$ cat config.mk
export PLATFORM = sky130hd
export DESIGN_NAME = rf_writeback
export DESIGN_NICKNAME = d
export VERILOG_FILES = /design/src/rtl/rf_writeback_pkg.sv /design/src/rtl/rf_writeback_load_fifo.sv /design/src/rtl/rf_writeback.sv
export SDC_FILE = /design/constraint.sdc
export NUM_CORES = 1
export LEC_CHECK = 0
export BUFFER_PORTS_ARGS = -buffer_cell sky130_fd_sc_hd__buf_2
export CORE_ASPECT_RATIO = 0.5
export CORE_MARGIN = 2
export CORE_UTILIZATION = 55
export DETAILED_ROUTE_END_ITERATION = 6
export PLACE_DENSITY = 0.8
export SLEW_MARGIN = 30
export SYNTH_ARGS = -nofsm -noshare
export SYNTH_HDL_FRONTEND = slang
export SYNTH_SLANG_ARGS = --single-unit
export TNS_END_PERCENT = 5
$ cat constraint.sdc
create_clock -name CLK -period 3.1 [get_ports CLK]
set_clock_uncertainty 0.1 [all_clocks]
set_input_delay 0.62 -clock CLK [delete_from_list [all_inputs] [get_ports CLK]]
set_output_delay 0.62 -clock CLK [all_outputs]
set_load 0.02 [all_outputs]
$ cat src/rtl/rf_writeback_pkg.sv
// rtl/rf_writeback_pkg.sv - register ids, byte indices and id-to-byte-mask map for the writeback stage
package rf_writeback_pkg;

  localparam int WB_NBYTES = 28;
  localparam int ID_W      = 5;
  localparam int DATA_W    = 16;

  typedef enum logic [ID_W-1:0] {
    rR0  = 5'd0,  rA   = 5'd1,  rF   = 5'd2,  rB   = 5'd3,
    rC   = 5'd4,  rD   = 5'd5,  rE   = 5'd6,  rH   = 5'd7,
    rL   = 5'd8,  rI   = 5'd9,  rR   = 5'd10, rT0  = 5'd11,
    rT1  = 5'd12, rT2  = 5'd13, rT3  = 5'd14, rAF  = 5'd15,
    rBC  = 5'd16, rDE  = 5'd17, rHL  = 5'd18, rSP  = 5'd19,
    rIX  = 5'd20, rIY  = 5'd21, rAF2 = 5'd22, rBC2 = 5'd23,
    rDE2 = 5'd24, rHL2 = 5'd25, rT01 = 5'd26, rT23 = 5'd27
  } wb_reg_id_e;

  localparam int B_A    = 0;
  localparam int B_F    = 1;
  localparam int B_B    = 2;
  localparam int B_C    = 3;
  localparam int B_D    = 4;
  localparam int B_E    = 5;
  localparam int B_H    = 6;
  localparam int B_L    = 7;
  localparam int B_I    = 8;
  localparam int B_R    = 9;
  localparam int B_T0   = 10;
  localparam int B_T1   = 11;
  localparam int B_T2   = 12;
  localparam int B_T3   = 13;
  localparam int B_SPH  = 14;
  localparam int B_SPL  = 15;
  localparam int B_IXH  = 16;
  localparam int B_IXL  = 17;
  localparam int B_IYH  = 18;
  localparam int B_IYL  = 19;
  localparam int B_AF2H = 20;
  localparam int B_AF2L = 21;
  localparam int B_BC2H = 22;
  localparam int B_BC2L = 23;
  localparam int B_DE2H = 24;
  localparam int B_DE2L = 25;
  localparam int B_HL2H = 26;
  localparam int B_HL2L = 27;

  typedef struct packed {
    logic [ID_W-1:0]   id;
    logic [DATA_W-1:0] data;
  } ld_entry_t;

  // rR0 and unassigned ids touch no byte, so they never mark or test busy.
  function automatic logic [WB_NBYTES-1:0] reg2mask(input logic [ID_W-1:0] id);
    logic [WB_NBYTES-1:0] m;
    m = '0;
    case (wb_reg_id_e'(id))
      rA:   m[B_A]  = 1'b1;
      rF:   m[B_F]  = 1'b1;
      rB:   m[B_B]  = 1'b1;
      rC:   m[B_C]  = 1'b1;
      rD:   m[B_D]  = 1'b1;
      rE:   m[B_E]  = 1'b1;
      rH:   m[B_H]  = 1'b1;
      rL:   m[B_L]  = 1'b1;
      rI:   m[B_I]  = 1'b1;
      rR:   m[B_R]  = 1'b1;
      rT0:  m[B_T0] = 1'b1;
      rT1:  m[B_T1] = 1'b1;
      rT2:  m[B_T2] = 1'b1;
      rT3:  m[B_T3] = 1'b1;
      rAF:  begin m[B_A]    = 1'b1; m[B_F]    = 1'b1; end
      rBC:  begin m[B_B]    = 1'b1; m[B_C]    = 1'b1; end
      rDE:  begin m[B_D]    = 1'b1; m[B_E]    = 1'b1; end
      rHL:  begin m[B_H]    = 1'b1; m[B_L]    = 1'b1; end
      rSP:  begin m[B_SPH]  = 1'b1; m[B_SPL]  = 1'b1; end
      rIX:  begin m[B_IXH]  = 1'b1; m[B_IXL]  = 1'b1; end
      rIY:  begin m[B_IYH]  = 1'b1; m[B_IYL]  = 1'b1; end
      rAF2: begin m[B_AF2H] = 1'b1; m[B_AF2L] = 1'b1; end
      rBC2: begin m[B_BC2H] = 1'b1; m[B_BC2L] = 1'b1; end
      rDE2: begin m[B_DE2H] = 1'b1; m[B_DE2L] = 1'b1; end
      rHL2: begin m[B_HL2H] = 1'b1; m[B_HL2L] = 1'b1; end
      rT01: begin m[B_T0]   = 1'b1; m[B_T1]   = 1'b1; end
      rT23: begin m[B_T2]   = 1'b1; m[B_T3]   = 1'b1; end
      default: m = '0;
    endcase
    return m;
  endfunction

endpackage

$ cat src/rtl/rf_writeback_load_fifo.sv
// rtl/rf_writeback_load_fifo.sv - load return buffer (wb_load_fifo), power-of-2 depth, head visible combinationally
module wb_load_fifo
  import rf_writeback_pkg::*;
#(
  parameter int DEPTH = 2
) (
  input  logic      CLK,
  input  logic      RST_N,
  input  logic      push,
  input  logic      pop,
  input  ld_entry_t din,
  output logic      full,
  output logic      empty,
  output ld_entry_t head
);

  localparam int PW = (DEPTH > 1) ? $clog2(DEPTH) : 1;

  ld_entry_t       mem_q [DEPTH];
  ld_entry_t       mem_d [DEPTH];
  logic [PW-1:0]   wr_ptr_q, wr_ptr_d;
  logic [PW-1:0]   rd_ptr_q, rd_ptr_d;
  logic [PW:0]     cnt_q, cnt_d;

  assign full  = (cnt_q == (PW+1)'(DEPTH));
  assign empty = (cnt_q == '0);
  assign head  = mem_q[rd_ptr_q];

  // Pointers wrap naturally because DEPTH is a power of two.
  always_comb begin
    mem_d    = mem_q;
    wr_ptr_d = wr_ptr_q;
    rd_ptr_d = rd_ptr_q;
    cnt_d    = cnt_q;
    if (push) begin
      mem_d[wr_ptr_q] = din;
      wr_ptr_d        = wr_ptr_q + PW'(1);
    end
    if (pop) rd_ptr_d = rd_ptr_q + PW'(1);
    case ({push, pop})
      2'b10:   cnt_d = cnt_q + (PW+1)'(1);
      2'b01:   cnt_d = cnt_q - (PW+1)'(1);
      default: cnt_d = cnt_q;
    endcase
  end

  always_ff @(posedge CLK) begin
    mem_q <= mem_d;
    if (!RST_N) begin
      wr_ptr_q <= '0;
      rd_ptr_q <= '0;
      cnt_q    <= '0;
    end else begin
      wr_ptr_q <= wr_ptr_d;
      rd_ptr_q <= rd_ptr_d;
      cnt_q    <= cnt_d;
    end
  end

endmodule

$ cat src/rtl/rf_writeback.sv
// rtl/rf_writeback.sv - RF writeback arbiter: ALU/load merge, anti-starvation, byte busy scoreboard
// Optional WB_STATS_EN adds DEBUG_WB_stats = {alu_wr_cnt, ld_wr_cnt, starve_cnt}.
module rf_writeback
  import rf_writeback_pkg::*;
#(
  parameter int LD_FIFO_DEPTH = 2,
  parameter int STARVE_LIMIT  = 4
) (
  input  logic              CLK,
  input  logic              RST_N,
  input  logic              alu_valid,
  input  logic [ID_W-1:0]   alu_wr_id,
  input  logic [DATA_W-1:0] alu_wr_data,
  input  logic [7:0]        alu_fmask,
  input  logic [7:0]        alu_fdata,
  output logic              alu_stall,
  input  logic              ld_valid,
  output logic              ld_ready,
  input  logic [ID_W-1:0]   ld_wr_id,
  input  logic [DATA_W-1:0] ld_data,
  input  logic              iss_valid,
  input  logic [ID_W-1:0]   iss_dst_id,
  input  logic [ID_W-1:0]   q0_id,
  input  logic [ID_W-1:0]   q1_id,
  input  logic [ID_W-1:0]   qd_id,
  output logic              hazard,
  output logic [ID_W-1:0]   Wr_id,
  output logic [DATA_W-1:0] Wr_data,
  output logic [7:0]        Fmask,
  output logic [7:0]        F_data
`ifdef WB_STATS_EN
  ,
  output logic [47:0]       DEBUG_WB_stats
`endif
);

  localparam int SW = $clog2(STARVE_LIMIT + 1);

  logic              fifo_full, fifo_empty, fifo_push, fifo_pop;
  ld_entry_t         fifo_head, ld_in;
  logic              ld_acc, alu_gnt, head_gnt, byp_gnt, ld_gnt;
  logic [ID_W-1:0]   ld_gnt_id;
  logic [WB_NBYTES-1:0] set_mask, clr_mask;

  logic [SW-1:0]        starve_q, starve_d;
  logic [WB_NBYTES-1:0] busy_q, busy_d;
  logic [ID_W-1:0]      wr_id_q, wr_id_d;
  logic [DATA_W-1:0]    wr_data_q, wr_data_d;
  logic [7:0]           fmask_q, fmask_d;
  logic [7:0]           fdata_q, fdata_d;

  assign ld_in.id   = ld_wr_id;
  assign ld_in.data = ld_data;

  wb_load_fifo #(.DEPTH(LD_FIFO_DEPTH)) u_fifo (
    .CLK   (CLK),
    .RST_N (RST_N),
    .push  (fifo_push),
    .pop   (fifo_pop),
    .din   (ld_in),
    .full  (fifo_full),
    .empty (fifo_empty),
    .head  (fifo_head)
  );

  // Priority: ALU, then buffered head, then an incoming load straight through.
  assign ld_ready  = RST_N && !fifo_full;
  assign ld_acc    = ld_valid && ld_ready;
  assign alu_stall = RST_N && !fifo_empty && (starve_q == SW'(STARVE_LIMIT));
  assign alu_gnt   = alu_valid && !alu_stall;
  assign head_gnt  = !alu_gnt && !fifo_empty;
  assign byp_gnt   = !alu_gnt && fifo_empty && ld_acc;
  assign ld_gnt    = head_gnt || byp_gnt;
  assign ld_gnt_id = head_gnt ? fifo_head.id : ld_wr_id;
  assign fifo_pop  = head_gnt;
  assign fifo_push = ld_acc && !byp_gnt;

  assign set_mask = iss_valid ? reg2mask(iss_dst_id) : '0;
  assign clr_mask = ld_gnt ? reg2mask(ld_gnt_id) : '0;
  assign hazard   = |(busy_q & (reg2mask(q0_id) | reg2mask(q1_id) | reg2mask(qd_id)));

  always_comb begin
    starve_d  = starve_q;
    busy_d    = (busy_q & ~clr_mask) | set_mask;
    wr_id_d   = rR0;
    wr_data_d = '0;
    fmask_d   = '0;
    fdata_d   = '0;
    if (ld_gnt || fifo_empty) starve_d = '0;
    else if (alu_gnt)         starve_d = starve_q + SW'(1);
    if (alu_gnt) begin
      wr_id_d   = alu_wr_id;
      wr_data_d = alu_wr_data;
      fmask_d   = alu_fmask;
      fdata_d   = alu_fdata;
    end else if (head_gnt) begin
      wr_id_d   = fifo_head.id;
      wr_data_d = fifo_head.data;
    end else if (byp_gnt) begin
      wr_id_d   = ld_wr_id;
      wr_data_d = ld_data;
    end
  end

  always_ff @(posedge CLK) begin
    if (!RST_N) begin
      starve_q  <= '0;
      busy_q    <= '0;
      wr_id_q   <= rR0;
      wr_data_q <= '0;
      fmask_q   <= '0;
      fdata_q   <= '0;
    end else begin
      starve_q  <= starve_d;
      busy_q    <= busy_d;
      wr_id_q   <= wr_id_d;
      wr_data_q <= wr_data_d;
      fmask_q   <= fmask_d;
      fdata_q   <= fdata_d;
    end
  end

  assign Wr_id   = wr_id_q;
  assign Wr_data = wr_data_q;
  assign Fmask   = fmask_q;
  assign F_data  = fdata_q;

  a_issue_to_busy: assert property (@(posedge CLK) disable iff (!RST_N)
    !(iss_valid && |(busy_q & set_mask)));

`ifdef WB_STATS_EN
  logic [15:0] alu_cnt_q, alu_cnt_d, ld_cnt_q, ld_cnt_d, stv_cnt_q, stv_cnt_d;

  always_comb begin
    alu_cnt_d = alu_gnt   ? alu_cnt_q + 16'd1 : alu_cnt_q;
    ld_cnt_d  = ld_gnt    ? ld_cnt_q  + 16'd1 : ld_cnt_q;
    stv_cnt_d = alu_stall ? stv_cnt_q + 16'd1 : stv_cnt_q;
  end

  always_ff @(posedge CLK) begin
    if (!RST_N) begin
      alu_cnt_q <= '0;
      ld_cnt_q  <= '0;
      stv_cnt_q <= '0;
    end else begin
      alu_cnt_q <= alu_cnt_d;
      ld_cnt_q  <= ld_cnt_d;
      stv_cnt_q <= stv_cnt_d;
    end
  end

  assign DEBUG_WB_stats = {alu_cnt_q, ld_cnt_q, stv_cnt_q};
`endif

endmodule

==> flow_metrics.env, run 1 <==
export IMPL_status="finished with violations"
export IMPL_violations="setup timing"
export IMPL_path_cells="buf_6 -> nand3b_1 -> buf_4 -> o22ai_4 -> o22a_1 -> or4_4 -> or4_4 -> buf_6"
export IMPL_worst_hold_path_type="in -> reg"
export IMPL_rsz0062_at_grt="true"
export IMPL_synth_xor_area_frac=0.0103
export IMPL_synth_top_family_by_area="simple AND/OR/NAND/NOR gates"
export IMPL_max_slew_margin_rel=0.578
export IMPL_cp_end_kind="primary output"
export IMPL_ctsRootBufferMaster="clkbuf_16"
export IMPL_maxSlewViolCount=0
export IMPL_yosysMostFrequentCell="dfxtp_1"
export IMPL_p_comb_frac=0.237
export IMPL_crit_family="simple AND/OR/NAND/NOR gates"
export IMPL_grt_max_degree=76
export IMPL_totalWireLength_um=17600
export IMPL_multiInputGateArea_sq_um=3100
export IMPL_cp_arrival_ns=2.40
export IMPL_cts_tree="built"
export IMPL_ir_worst_vdd_mv=0.475
export IMPL_ant_nets=0
export IMPL_swShare=0.308
export IMPL_ios=123
export IMPL_place_inst=924
export IMPL_vias_per_cell=5.97
export IMPL_synth_compound_gate_area_share=0.199
export IMPL_synth_seq_cells=114
export IMPL_fin_setup_tns_ns=-0.0230
export IMPL_syn_avg_cell_area_sq_um=9.10
export IMPL_vias=5742
export IMPL_clk_pin_slew_ns=0.06
export IMPL_synth_ff_type="dfxtp_1"
export IMPL_cp_num_buf_inv=3
export IMPL_clk_latency_ns=0.41
export IMPL_clk_path_buf_depth=2
export IMPL_worst_setup_path_type="in -> out"
export IMPL_cts_buffers=17
export IMPL_antenna_found_initial=0
export IMPL_seq_area_frac_synth=0.456
export IMPL_drive_gt1_frac=0.308
export IMPL_synthArstFlopShare=0
export IMPL_synth_area_leaders="dfxtp_1 (24%), edfxtp_1 (21%), o21ai_0 (4.6%)"
export IMPL_muxShareOfSynthArea=0.0685
export IMPL_dr_pass1_iters=5
export IMPL_fin_cells=962
export IMPL_dp_hpwl_um=12300
export IMPL_seqPwrFrac=0.362
export IMPL_yosys_top_cells_count="dfxtp_1 (72), nor2_1 (58), o21ai_0 (55)"
export IMPL_drc_errors=0
export IMPL_synth_cells=652
export IMPL_cp_max_fo=7
export IMPL_seq_area_sq_um=2700
export IMPL_setup_slack_ns=-0.0230
export IMPL_holdBufCountCts=0
export IMPL_required_ns=2.38
export IMPL_synth_simple_area_share=0.220
export IMPL_switchingPower_mw=1.48
export IMPL_crit_path_top_delay_cell="or4_4"
export IMPL_numPortBuffers=122
export IMPL_synth_distinct_cells=67
export IMPL_design_die_area_sq_um=11700
export IMPL_synth_top_area_share=0.243
export IMPL_grt_total_usage=0.313
export IMPL_powerDensity_nw_per_um2=620
export IMPL_worst_pin_slew_ns=0.633
export IMPL_fin_crit_ns=3.12
export IMPL_p_leak_nw=3.21
export IMPL_dieWidth_um=151
export IMPL_cts_sinks=114
export IMPL_synth_edf_count=42
export IMPL_power_frac_clock=0.401
export IMPL_cpPeakStageDelay_ns=0.52
export IMPL_core_sq_um=10300
export IMPL_place_congestion=0.947
export IMPL_netlist_area_sq_um=5930
export IMPL_p_int_mw=3.31
export IMPL_wl_per_cell_um=18.3
export IMPL_rows=26
export IMPL_fmax_mhz=320
export IMPL_dpl_worst_slack_ns=-0.220
export IMPL_yosys_warnings=0
export IMPL_htreeDepth=4
export IMPL_grt_pass1_wl_um=28500
export IMPL_yosysTopAreaCell="dfxtp_1"
export IMPL_drt_iter0_drc=547
export IMPL_period_share=1.01
export IMPL_grt_overflow_total=0
export IMPL_synth_adder_area_share=0.00633
export IMPL_fillers=733
export IMPL_setup_viol=1
export IMPL_chipHeight_um=77.4
export IMPL_power_total_mw=4.79
export IMPL_finalHoldViolations=0
export IMPL_syn_nets=738
export IMPL_max_cap_violations=0
export IMPL_start_util=0.574
export IMPL_nNetsFinal=894
export IMPL_crit_path_start_kind="primary input"
export IMPL_grt_pass1_vias=5630
export IMPL_syn2layout_area_growth_pct=30.3
flip-flops by register name, indices dropped and copies added (netlist names):
name / cells
u_fifo.cnt_q: 2
u_fifo.rd_ptr_q: 1
Fmask: 8
busy_q: 28
u_fifo.mem_q: 42
Wr_id: 5
u_fifo.wr_ptr_q: 1
F_data: 8
starve_q: 3
Wr_data: 16
through the flow:
| stage | hold slack (ns) | util | area (sq um) |
|---|---|---|---|
| 3_3_place_gp | 0.343 | 0.671 | 6950 |
| 2_1_floorplan | 0.330 | - | 5930 |
| 3_5_place_dp | 0.359 | 0.671 | 6950 |
| 4_1_cts | 0.297 | 0.745 | 7710 |
| 6_report | 0.306 | 0.747 | 7730 |
| 5_1_grt | 0.301 | 0.747 | 7730 |
timing repair:
action	in CTS	in global routing
gates resized for setup	42	6
pin swaps	13	5
endpoints found under the setup margin	1	1
setup buffers	5	0
cells by family after synthesis:
family | Yosys count
flops | 114
xor+xnor | 7
mux | 38
buf+inv | 55
fa+ha+maj | 3
compound gates | 187
simple gates | 248
worst register-to-register path, delay by kind of cell (launching register included):
| kind | cells | cell delay [ns] |
|---|---|---|
| buffers and inverters | 2 | 0.33 |
| muxes | 1 | 0.45 |
| and+or+nand+nor | 1 | 0.14 |
| AOI/OAI and AO/OA | 4 | 0.76 |
| adders and majority gates | 1 | 0.19 |
| DFF | 1 | 0.36 |
layout make-up:
cell class | count | share of cell area
well taps | 140 | 0.0227
multi-input cells | 483 | 0.401
clock inverters | 14 | 0.0197
inverters | 13 | 0.00631
repair buffers | 179 | 0.145
clock buffers | 18 | 0.0555
diodes | 1 | 0.000324
flip-flops and latches | 114 | 0.350
layout by cell type, fill, tap and decap left out, types with 13 or more instances in the layout:
cell       instances
mux2i_1           26
a21oi_1           41
a21boi_0          13
and3_1            26
buf_4             60
edfxtp_1          42
nand2_1           50
dfxtp_1           72
nor2_1            53
buf_2            108
nand3_1           16
o21ai_0           51
clkbuf_16         17
o22ai_1           17
routing by layer:
layer / global-route usage / routed length, um
met3: 0.0688 / 1200
met4: 0.121 / 374
met5: 0 / 0
met1: 0.395 / 7560
met2: 0.526 / 8480
path summary, 6_finish.rpt:
path | end | start | cells past startpoint | slack, ns
min | u_fifo.mem_q[9] | ld_data[9] | 1 | 0.31
min reg2reg | busy_q[17] | busy_q[17] | 2 | 0.37
max | hazard | q1_id[3] | 8 | -0.02
max reg2reg | busy_q[0] | starve_q[0] | 9 | 0.65
power by group through the flow:
stage / clock [mW] / sequential, mW / combinational (mW)
CTS: 1.93 / 1.73 / 1.12
floorplan: 0 / 1.79 / 0.683
finish: 1.92 / 1.73 / 1.14
global route: 1.99 / 1.74 / 1.23
global placement: 0 / 1.75 / 1.05
detailed placement: 0 / 1.76 / 1.08
No activity file was read; power rests on OpenSTA's default activity.
==> inputs of run 2 (changes only) <==
- CORE_UTILIZATION: 55 -> 61
- CTS_BUF_LIST: unset -> sky130_fd_sc_hd__clkbuf_4
- PLACE_DENSITY: 0.8 -> 0.88
- clock period: 3.1 -> 3.82 ns (I/O delays scaled with it)
==> run 2 against run 1 <==
The run now ends clean. First-iteration DRC count is 24% lower. Final cell count is 5.1% lower. Sequential power is 18% lower. Sequential cell count stayed put. Wire length is 2.4% lower. Clock power is 47% lower. Register-to-register slack better by 0.54 ns. Cell area is 9.8% lower. Via count is 3.0% lower. Critical endpoint unchanged.
==> flow_metrics.env, run 2 (same netlist as run 1, synthesis figures left out) <==
export IMPL_path_cells="buf_2 -> nand2b_2 -> o22ai_1 -> a31oi_1 -> o2111ai_1 -> or4_1 -> or4_1 -> buf_2"
export IMPL_timing_rr_start="u_fifo.rd_ptr_q"
export IMPL_vias_per_cell=6.10
export IMPL_worst_setup_path_type="in -> out"
export IMPL_rows=25
export IMPL_post_cts_setup_buffers=0
export IMPL_grt_total_usage=0.336
export IMPL_crit_path_start_kind="primary input"
export IMPL_syn2layout_area_growth_pct=17.5
export IMPL_worst_pin_slew_ns=0.837
export IMPL_postPlaceCellArea_sq_um=6640
export IMPL_numPortBuffers=122
export IMPL_fin_cells=913
export IMPL_wl_per_cell_um=18.8
export IMPL_drive_gt1_frac=0.252
export IMPL_grt_max_degree=75
export IMPL_p_leak_nw=2.85
export IMPL_core_sq_um=9450
export IMPL_finalHoldViolations=0
export IMPL_top_register="u_fifo.mem_q"
export IMPL_place_inst=881
export IMPL_final_cell_mix="buf_2 (122), dfxtp_1 (72), nor2_1 (56)"
export IMPL_dr_pass1_iters=5
export IMPL_crit_cells=8
export IMPL_cp_num_buf_inv=2
export IMPL_clk_path_buf_depth=2
export IMPL_setup_slack_ns=0.173
export IMPL_design_area_sq_um=6970
export IMPL_met1_usage=0.399
export IMPL_htreeDepth=4
export IMPL_cpPeakStageDelay_ns=0.54
export IMPL_totalWireLength_um=17200
export IMPL_start_util=0.628
export IMPL_grtUsageMet2=0.584
export IMPL_ios=123
export IMPL_cp_arrival_ns=2.78
export IMPL_dpl_worst_slack_ns=0.119
export IMPL_fin_crit_ns=3.65
export IMPL_rsz0062_at_grt="false"
export IMPL_vias=5572
export IMPL_max_cap_violations=0
export IMPL_chipHeight_um=73.7
export IMPL_ir_worst_vdd_mv=0.343
export IMPL_r2r_worst_path_cells=5
export IMPL_cts_sinks=114
export IMPL_dieWidth_um=143
export IMPL_fmax_mhz=274
export IMPL_drc_errors=0
export IMPL_place_congestion=0.947
export IMPL_worst_hold_path_type="in -> reg"
export IMPL_cp_end_kind="primary output"
export IMPL_grt_pass1_vias=5419
export IMPL_grt_pass1_wl_um=27100
export IMPL_fin_setup_tns_ns=0
export IMPL_holdPathStages=1
export IMPL_met3_usage=0.0815
export IMPL_nNetsFinal=851
export IMPL_status="completed"
export IMPL_cp_startpoint="q0_id[1]"
export IMPL_dp_hpwl_um=12000
export IMPL_final_util=0.738
export IMPL_ant_nets=0
export IMPL_drt_iter0_drc=414
export IMPL_grt_overflow_total=0
export IMPL_layout_commonest_cell="buf_2"
export IMPL_setup_viol=0
export IMPL_diodes=0
export IMPL_powerDensity_nw_per_um2=472
export IMPL_clk_latency_ns=0.52
export IMPL_maxSlewViolCount=0
export IMPL_design_die_area_sq_um=10600
export IMPL_required_ns=2.96
export IMPL_max_slew_margin_rel=0.441
export IMPL_rrSetupSlack_ns=1.19
export IMPL_crit_end="hazard"
export IMPL_cts_buffers=17
export IMPL_cp_max_fo=11
export IMPL_largest_reg_flops=42
export IMPL_top_usage_layer="met2"
export IMPL_crit_family="simple AND/OR/NAND/NOR gates"
export IMPL_cts_tree="built"
export IMPL_antenna_found_initial=1
export IMPL_r2r_end="busy_q[5]"
export IMPL_period_share=0.955
export IMPL_ctsRootBufferMaster="clkbuf_4"
export IMPL_clk_pin_slew_ns=0.11
export IMPL_crit_path_top_delay_cell="or4_1"
## run 2: cell count changes in the layout (fill, tap and decap cells not counted), moves of 3 or more
cell / before / now
clkbuf_4: 1 / 19
o21ai_1: 4 / 1
buf_4: 60 / 14
buf_6: 8 / 0
clkbuf_16: 17 / 0
buf_2: 108 / 122
nor2_1: 53 / 56
o21ai_0: 51 / 54
## run 2: through the flow
step | hold slack, ns | total power [mW]
3_5_place_dp | 0.362 | 2.27
6_report | 0.338 | 3.29
5_1_grt | 0.317 | 3.43
4_1_cts | 0.309 | 3.29
3_3_place_gp | 0.347 | 2.24
2_1_floorplan | 0.330 | 2.01
## run 2: timing repair
action / in CTS / in global routing
resized for setup: 0 / 1
setup endpoints to repair: 0 / 1
hold endpoints to repair: 0 / 0
hold buffers: 0 / 0
## run 2: final cells by class
cell class	instances	area [sq um]
timing repair buffer	136	716
tap	135	169
sequential	114	2700
clock inverter	13	183
multi-input combinational	483	3010
clock buffer	19	143
inverter	13	48.8
fill	678	2470
## run 2: how the worst min path moves through the flow
stage / from / slack [ns] / endpoint
finish: ld_data[2] / 0.34 / u_fifo.mem_q[23]
global route: ld_data[4] / 0.32 / u_fifo.mem_q[25]
CTS: ld_data[2] / 0.31 / u_fifo.mem_q[23]
detailed placement: busy_q[17] / 0.36 / busy_q[17]
global placement: starve_q[0] / 0.35 / starve_q[0]
floorplan: starve_q[0] / 0.33 / starve_q[0]
## run 2: worst register-to-register path, stage by stage (launching register included)
cell and delay, ns:
dfxtp_1 0.88, mux2_2 0.51, mux2i_1 0.40, mux4_2 0.39, o21ai_0 0.17, a21boi_1 0.08
## run 2: layer usage
metal | vias to the layer above | share of wire
li1 | 2651 | -
met1 | 2582 | 0.40
met2 | 278 | 0.48
met3 | 59 | 0.078
met4 | 2 | 0.037
met5 | - | 0.00064
## run 2: report_power, final
group	internal, mW	leakage [nW]	total [mW]	switching (mW)
Clock	0.535	0.167	1.02	0.483
Combinational	0.332	1.71	0.861	0.529
Sequential	1.35	0.971	1.41	0.0639
==> inputs of run 3 (changes only) <==
- ABC_CLOCK_PERIOD_IN_PS: unset -> 3820
- REMOVE_ABC_BUFFERS: unset -> 1
==> run 3 against run 2 <==
Wire length fell by 5.0%. Sequential cell count stayed put. Critical path depth unchanged. Cell area fell by 0.39%. Sequential power is essentially flat. Sequential share of layout area grew 0.15 points. Clock-buffer cell count rose by 3. Critical path type unchanged. Largest cell class unchanged. Largest power group unchanged.
==> flow_metrics.env, run 3 (same netlist as run 1, synthesis figures left out) <==
export IMPL_antenna_found_initial=0
export IMPL_ios=123
export IMPL_dp_hpwl_um=11500
export IMPL_drive_gt1_frac=0.252
export IMPL_design_die_area_sq_um=10600
export IMPL_wl_per_cell_um=17.9
export IMPL_grt_max_degree=76
export IMPL_max_cap_violations=0
export IMPL_holdBufCountCts=0
export IMPL_status="completed"
export IMPL_multiInputGateArea_sq_um=3010
export IMPL_fin_setup_tns_ns=0
export IMPL_maxSlewViolCount=0
export IMPL_drt_iter0_drc=426
export IMPL_grt_pass1_wl_um=26100
export IMPL_ant_nets=0
export IMPL_worst_hold_path_type="in -> reg"
export IMPL_period_share=0.961
export IMPL_fin_cells=912
export IMPL_required_ns=2.96
export IMPL_seq_area_sq_um=2700
export IMPL_crit_family="simple AND/OR/NAND/NOR gates"
export IMPL_cp_end_kind="primary output"
export IMPL_crit_path_start_kind="primary input"
export IMPL_finalHoldViolations=0
export IMPL_layout_commonest_cell="buf_2"
export IMPL_largest_reg_flops=42
export IMPL_rsz0062_at_grt="false"
export IMPL_core_sq_um=9450
export IMPL_fillers=689
export IMPL_drc_errors=0
export IMPL_nNetsFinal=850
export IMPL_start_util=0.628
export IMPL_final_util=0.735
export IMPL_syn2layout_area_growth_pct=17.0
export IMPL_setup_viol=0
export IMPL_ctsRootBufferMaster="clkbuf_4"
export IMPL_htreeDepth=4
export IMPL_worst_pin_slew_ns=0.651
export IMPL_top_register="u_fifo.mem_q"
export IMPL_cp_max_fo=11
export IMPL_vias_per_cell=6.05
export IMPL_grt_pass1_vias=5346
export IMPL_totalWireLength_um=16300
export IMPL_diodes=0
export IMPL_whs_ns=0.345
export IMPL_path_cells="buf_2 -> nand2b_2 -> o22ai_1 -> a31oi_1 -> o2111ai_1 -> or4_4 -> or4_1 -> buf_2"
export IMPL_chipHeight_um=73.7
export IMPL_cts_sinks=114
export IMPL_cp_arrival_ns=2.81
export IMPL_cts_tree="built"
export IMPL_worst_setup_path_type="in -> out"
export IMPL_cpPeakStageDelay_ns=0.54
export IMPL_powerDensity_nw_per_um2=461
export IMPL_vias=5522
export IMPL_place_inst=880
export IMPL_final_cell_mix="buf_2 (121), dfxtp_1 (72), nor2_1 (57)"
export IMPL_dr_pass1_iters=5
export IMPL_cts_buffers=17
export IMPL_clk_path_buf_depth=2
export IMPL_clk_latency_ns=0.51
export IMPL_place_congestion=0.996
export IMPL_grt_overflow_total=0
export IMPL_fin_crit_ns=3.67
export IMPL_numPortBuffers=122
export IMPL_fmax_mhz=272
export IMPL_dieWidth_um=143
export IMPL_rows=25
export IMPL_max_slew_margin_rel=0.565
export IMPL_power_total_mw=3.20
export IMPL_clk_pin_slew_ns=0.10
export IMPL_p_leak_nw=2.85
export IMPL_path_common_cell="buf_2"
export IMPL_ir_worst_vdd_mv=0.447
export IMPL_cp_num_buf_inv=2
export IMPL_grt_total_usage=0.320
export IMPL_crit_path_top_delay_cell="or4_4"
==> run 3: changes by cell type in the layout (fill, tap and decap cells not counted), moves of 2 or more <==
cell,change
clkbuf_4,+3
clkinv_2,+2
clkinv_4,+3
clkinvlp_4,-3
inv_6,-3
==> run 3: path summary, 6_finish.rpt <==
kind / endpoint / from / slack [ns] / cells past startpoint
hold reg to reg: busy_q[20] / busy_q[20] / 0.37 / 2
hold / removal: u_fifo.mem_q[8] / ld_data[8] / 0.35 / 1
setup reg to reg: busy_q[1] / u_fifo.rd_ptr_q / 1.10 / 7
setup / recovery: hazard / q0_id[1] / 0.15 / 8
==> run 3: power by group <==
| part | internal (mW) | switching [mW] |
|---|---|---|
| Clock | 0.489 | 0.455 |
| Sequential | 1.35 | 0.0540 |
| Combinational | 0.332 | 0.525 |
==> run 3: final cells by class <==
class | count | area share
sequential | 114 | 0.389
clock buffer | 22 | 0.0238
inverter | 13 | 0.00703
timing repair buffer | 135 | 0.102
clock inverter | 10 | 0.0196
multi-input combinational | 483 | 0.434
tap | 135 | 0.0243
==> run 3: through the flow <==
step	area (sq um)	setup slack [ns]
after CTS	6930	0.0653
after global routing	6940	0.0125
after global placement	6630	0.0747
final	6940	0.148
after floorplan	5750	0.443
after detailed placement	6630	0.0755
==> run 3: metal layers <==
metal  track usage  share of wire  up-vias  wire length (um)
met5             0              0        -                 0
met4         0.136          0.031        0               514
met3        0.0782          0.069       45              1130
met2         0.562           0.48      247              7910
met1         0.383           0.41     2594              6770
li1              -              -     2636                 -
==> run 3: timing repair <==
action	in CTS	in global routing
setup endpoints to repair	0	1
buffers inserted	0	0
gates resized for setup	0	4
endpoints found under the hold margin	0	0
